[src/rtl/mem_16x8.sv]
// ---------------------------------------------------------------------------
// mem_16x8 -- single-port synchronous scratch RAM, DEPTH words x DATA_WIDTH.
//
// Ports:
//   clk      in   system clock, all state updates on the rising edge
//   rst      in   asynchronous active-low reset; clears array and Dataout
//   wr       in   write enable, active high: mem[addr] <= Datain
//   rd       in   read enable, active high:  Dataout <= mem[addr]
//   addr     in   word address shared by read and write
//   Datain   in   write data
//   Dataout  out  registered read data, holds its value while rd=0
//
// Read latency is one cycle. When wr and rd hit the same address in the
// same cycle the read returns the previous contents (read-before-write);
// the new word is returned by the following read.
// ---------------------------------------------------------------------------
module mem_16x8 #(
    parameter int DATA_WIDTH = 8,
    parameter int ADDR_WIDTH = 4,
    parameter int DEPTH      = 16   // must equal 2**ADDR_WIDTH
) (
    input  logic                  clk,
    input  logic                  rst,
    input  logic                  wr,
    input  logic                  rd,
    input  logic [ADDR_WIDTH-1:0] addr,
    input  logic [DATA_WIDTH-1:0] Datain,
    output logic [DATA_WIDTH-1:0] Dataout
);

    // Storage is built from resettable flops so that an asynchronous
    // reset can clear every word at once.
    logic [DATA_WIDTH-1:0] mem_q [DEPTH];
    logic [DATA_WIDTH-1:0] dout_q;
    logic [DATA_WIDTH-1:0] dout_d;
    logic [DEPTH-1:0]      wr_sel_d;

    // One-hot write select. Each word is gated by its own select bit, so an
    // unknown wr can at worst disturb the addressed word, never a neighbour.
    always_comb begin
        wr_sel_d = '0;
        for (int i = 0; i < DEPTH; i++) begin
            wr_sel_d[i] = wr && (addr == ADDR_WIDTH'(i));
        end
    end

    // Read mux: only the registered Dataout sees the array, so no input has
    // a combinational path to the output.
    always_comb begin
        dout_d = dout_q;
        if (rd) begin
            dout_d = mem_q[addr];
        end
    end

    always_ff @(posedge clk or negedge rst) begin
        if (!rst) begin
            for (int i = 0; i < DEPTH; i++) begin
                mem_q[i] <= '0;
            end
        end else begin
            for (int i = 0; i < DEPTH; i++) begin
                if (wr_sel_d[i]) begin
                    mem_q[i] <= Datain;
                end
            end
        end
    end

    // dout_d samples mem_q before this edge's write lands, which gives the
    // read-before-write behaviour for a same-address wr+rd.
    always_ff @(posedge clk or negedge rst) begin
        if (!rst) begin
            dout_q <= '0;
        end else begin
            dout_q <= dout_d;
        end
    end

    assign Dataout = dout_q;

endmodule

[config.mk]
export PLATFORM = sky130hd
export DESIGN_NAME = mem_16x8
export DESIGN_NICKNAME = d
export VERILOG_FILES = /design/src/rtl/mem_16x8.sv
export SDC_FILE = /design/constraint.sdc
export NUM_CORES = 1
export LEC_CHECK = 0
export ABC_AREA = 1
export CORE_MARGIN = 1.5
export CORE_UTILIZATION = 40
export DETAILED_ROUTE_END_ITERATION = 12
export PLACE_DENSITY = 0.68
export SETUP_SLACK_MARGIN = 0.4
export SLEW_MARGIN = 10
export SYNTH_ARGS = -nofsm -noshare
export SYNTH_HDL_FRONTEND = slang
export SYNTH_SLANG_ARGS = --single-unit
[constraint.sdc]
create_clock -name clk -period 1.5 [get_ports clk]
set_input_delay 0.15 -clock clk [delete_from_list [all_inputs] [get_ports clk]]
set_output_delay 0.15 -clock clk [all_outputs]
set_load 0.01 [all_outputs]
# --- Word level (Yosys, flattened, before mapping) ---
# Index checks and enable logic that the tools add are counted.
op_classes:
  n_lt_le_gt_ge: 1
  eq_ne: 15
  muxes: 3
  bitwise_logic: 1
  n_reduce_logical: 17
ops:
  columns: ["cell", "count"]
  rows:
  - ["8-bit binary-select mux with 4-bit select", 1]
  - ["4-bit equality test, second input constant", 8]
  - ["4-bit by 3-bit equality test with 1-bit output, second input constant", 4]
  - ["1-bit logical AND", 16]
  - ["8-bit 2-to-1 mux", 2]
  - ["4-bit by 2-bit equality test with 1-bit output, second input constant", 2]
  - ["5-bit greater-or-equal comparator, second input constant", 1]
  - ["4-bit inverter with 5-bit output", 1]
  - ["4-bit by 1-bit equality test with 1-bit output, second input constant", 1]
  - ["4-bit zero test", 1]
totals:
  ff_bits: 136
  out_inout_bits: 8

# --- Logic depth before layout (Yosys ltp) ---
depth:
  depth_word: 4
  mapped_depth: 11

# --- Worst setup path before layout ---
# OpenSTA, ideal clock, no wires.
synth_timing:
  kind: "input to register"
  start: "input port addr[1]"
  end: "register mem_q[53] in the netlist's numbering"
  setup_time_ps: 77
  arrival_ps: 1061
  setup_slack_ps: 362
  cell_stages: 9
  n_path_buf: 2
  cell_sequence: "buf_4 > inv_4 > nand2_1 > nor2_1 > inv_2 > nor2_4 > buf_4 > nor2_1 > a21oi_1"
synth_between:
  elab_chain_len: 2
synth_rtl:
  columns: ["element", "line_no", "source"]
  rows:
  - ["from (decl)", "26", "input logic [ADDR_WIDTH-1:0] addr,"]
  - ["4-bit equality test", "43", "wr_sel_d[i] = wr && (addr == ADDR_WIDTH'(i));"]
  - ["1-bit logical AND", "43", null]
  - ["to (signal, indexed assignment)", "64", "mem_q[i] <= Datain;"]
  - ["to (decl)", "33", "logic [DATA_WIDTH-1:0] mem_q [DEPTH];"]
# Every way passes these cells.
# A chain may end at the register's enable or synchronous reset.

# --- Worst setup path after layout ---
layout_timing:
  start: "register dout_q[2], in the netlist Dataout[2]"
  end: "output port Dataout[2]"
layout_rtl:
  columns: ["element", "line_no", "source"]
  rows:
  - ["from (decl)", "34", "logic [DATA_WIDTH-1:0] dout_q;"]
  - ["from (signal assigned)", "76", "dout_q <= dout_d;"]
  - ["to (decl)", "28", "output logic [DATA_WIDTH-1:0] Dataout"]
# No word-level cell between the ends.

==> flow_metrics.tcl <==
set metrics [dict create \
    cts_sinks 136 \
    critPathBufInv 1 \
    cp.required_ps 1350 \
    crit_chain "buf_2" \
    end_kind "output port" \
    initial_core_util_pct 41.21 \
    avgRoutedWirePerCell_um 15.07 \
    die-area_mm2 0.01648 \
    skew_ps 5.507 \
    drcViolationCount 0 \
    max_stage_delay_ps 400 \
    cts.clk_slew.worst_paths_ps 60 \
    cts_buffers 17 \
    hp-class "in -> async" \
    grt_max_degree 51 \
    register_area_mm2 0.003403 \
    use_met2_pct 34.31 \
    ys_types 18 \
    p_per_area_mw_per_mm2 1408 \
    grt_antenna_before_repair 1 \
    htreeDepth 4 \
    max_slew_margin_pct 59.74 \
    routed-via-count 5420 \
    syn_to_final_growth_pct 25.45 \
    p_leak_uw 0.003912 \
    dpl.cell_count 1039 \
    ys.warnings.count 0 \
    clock_latency_ps 420 \
    ys_ff_latch 136 \
    r2r_cells 8 \
    crit_family "flip-flops" \
    syn-cell-area_mm2 0.006287 \
    drtIter0Drc 480 \
    fin_util_pct 51.69 \
    setup_tns_ps 0 \
    avgSynthCellArea_um2 7.724 \
    core_area_mm2 0.01526 \
    cts_tree "done" \
    cts_buffer_depth 2 \
    final_area_mm2 0.007888 \
    rr_endpoint "Dataout[1]" \
    cp_slowest_cell "dfrtp_1" \
    cp_data_arrival_time_ps 970 \
    status "finished, final reports clean" \
    fin_crit_ps 1123 \
    syn_nets 830 \
    multi_input_comb_area_mm2 0.002718 \
    dp_slack_ps -159.5 \
    min_period_over_period_pct 74.83 \
    dieWidth_um 128.4 \
    routed_wl_mm 16.40 \
    critical_path.startpoint "Dataout[2]" \
    vias_per_cell 4.982 \
    ant_nets 0 \
    synth_area_leaders "dfrtp_1 54%, nand2_1 21%, o21ai_0 6.4%, nor2_1 4.5%, a21oi_1 3.8%" \
    gp_congestion 0.8651 \
    setup_viol 0 \
    yosysSeqAreaShare_pct 54.13 \
    rows 45 \
    worstMarginPinSlew_ps 603.2 \
    final-max-slew-violation-count 0 \
    yosysTopAreaCell "dfrtp_1" \
    hpwl_mm 10.43 \
    fin_ws_ps 377.5 \
    drive_gt1_share_pct 16.78 \
    drv_cap 0 \
    grt_first_pass_wirelength_mm 27.10 \
    grt_pass1_vias 5241 \
    reg2reg_setup_slack_ps 400 \
    grt_overflow 0 \
    grt_usage_pct 21.57 \
    critPathCapture "Dataout[2]" \
    busiest_layer "met2" \
    vdd_drop_max_mv 0.8028 \
    die_y_um 128.4 \
    gr-usage-met3_pct 4.491 \
    fmax_mhz 890.9 \
    port_buffers 23 \
    drt_pass1_iterations 5 \
    global_route.usage.met1_pct 28.67 \
    worstSetupPathType "reg -> out" \
    hold_viol 0 \
    root_buffer "clkbuf_16" \
    postPlaceCellArea_mm2 0.007049 \
    num-nets-final 879 \
    pin_count 24 \
    cp.depth 1 \
    yosys.area.top_type_share_pct 54.13 \
    rsz0062_at_grt "yes" \
    syn_inst 814 \
    fill_cells 1426 \
    r2r-start "mem_q[89]" \
    worstSetupStartpointType "flip-flop" \
    critPathMaxFanout 2 \
    instances_no_fill 1088 \
]
## placed cells by master (no fill, tap or decap)
cell type        count
buf_4               36
buf_2               10
o21ai_0             77
nand4_1              8
clkinvlp_4           1
inv_6                1
nand3_2              6
nand2_1            331
dfrtp_1            136
nand2_4              4
o21ai_1              3
buf_12              14
clkinv_2             5
clkbuf_8             4
inv_1               10
bufinv_16            3
nand3_1             34
clkdlybuf4s15_2      1
clkdlybuf4s50_1      9
clkbuf_16           17
clkbuf_1             3
nor2_1              66
inv_2                5
a21oi_1             48
dlygate4sd3_1        1
nand2_2             15
buf_6                7
diode_2              1
dlygate4sd2_1        2
nor2_2               9
nor3_4               2
nor2_4               7
dlymetal6s2s_1       1
## cell usage after synthesis, drive strengths merged
master,n
clkbuf,19
o21ai,80
clkinv,1
a21oi,48
nor2,82
nor3,2
dfrtp,136
nand4,8
nand2,350
inv,16
buf,32
nand3,40
## flip-flops by register name, summed over array words and instances (netlist names)
register	count
Dataout	8
mem_q	128
## worst min-delay path by stage
stage               from         end  slack (ps)  cells after the start
floorplan            rst  Dataout[0]        -150                      0
global placement     rst   mem_q[75]           4                      1
detailed placement   rst   mem_q[75]           5                      1
CTS                  rst   mem_q[75]         120                      2
global route         rst   mem_q[75]         140                      2
finish               rst   mem_q[75]         130                      2
## layout make-up
| class | instances | area share, % |
|---|---|---|
| flip-flops and latches | 136 | 43.15 |
| well taps | 211 | 3.347 |
| clock inverters | 8 | 1.491 |
| inverters | 17 | 0.8883 |
| multi-input cells | 610 | 34.45 |
| diodes | 1 | 0.03173 |
| repair buffers | 81 | 10.41 |
| clock buffers | 24 | 6.234 |
## per-layer routing
layer / share of wire (%) / routed length, um
met5: 0 / 0
met4: 2.2 / 368
met3: 3.7 / 599
met2: 47 / 7789
met1: 47 / 7643
## report_power, final
group	leakage [uW]	switching [uW]	internal, uW
Combinational	0.00195	1120	826
Sequential	0.00166	412	4450
Clock	0.000300	1520	2780
## kinds of logic (layout without fill, tap and decap cells)
family                 count (synthesis)  after routing  synth area share [%]
buffers and inverters                 68            130                 4.836
AND/OR/NAND/NOR                      482            482                 30.85
flip-flops                           136            136                 54.13
AO/OA/AOI/OAI                        128            128                 10.19
other                                  0              1                     0
## metrics by stage
step | power, uW | hold WS (ps)
global route | 11760 | 138.8
detailed placement | 6754 | 4.874
CTS | 11070 | 121.6
floorplan | 6063 | -145.6
finish | 11100 | 128.4
global placement | 6683 | 3.780
## timing repair
action | 4_1_cts | 5_1_grt
cloned | 1 | 2
setup endpoints to repair | 123 | 112
hold endpoints to repair | 136 | 0
gates resized for setup | 53 | 31
buffers inserted | 5 | 7
hold buffers | 1 | 0
pin swaps | 1 | 19
Power figures use the tool's default switching activity.
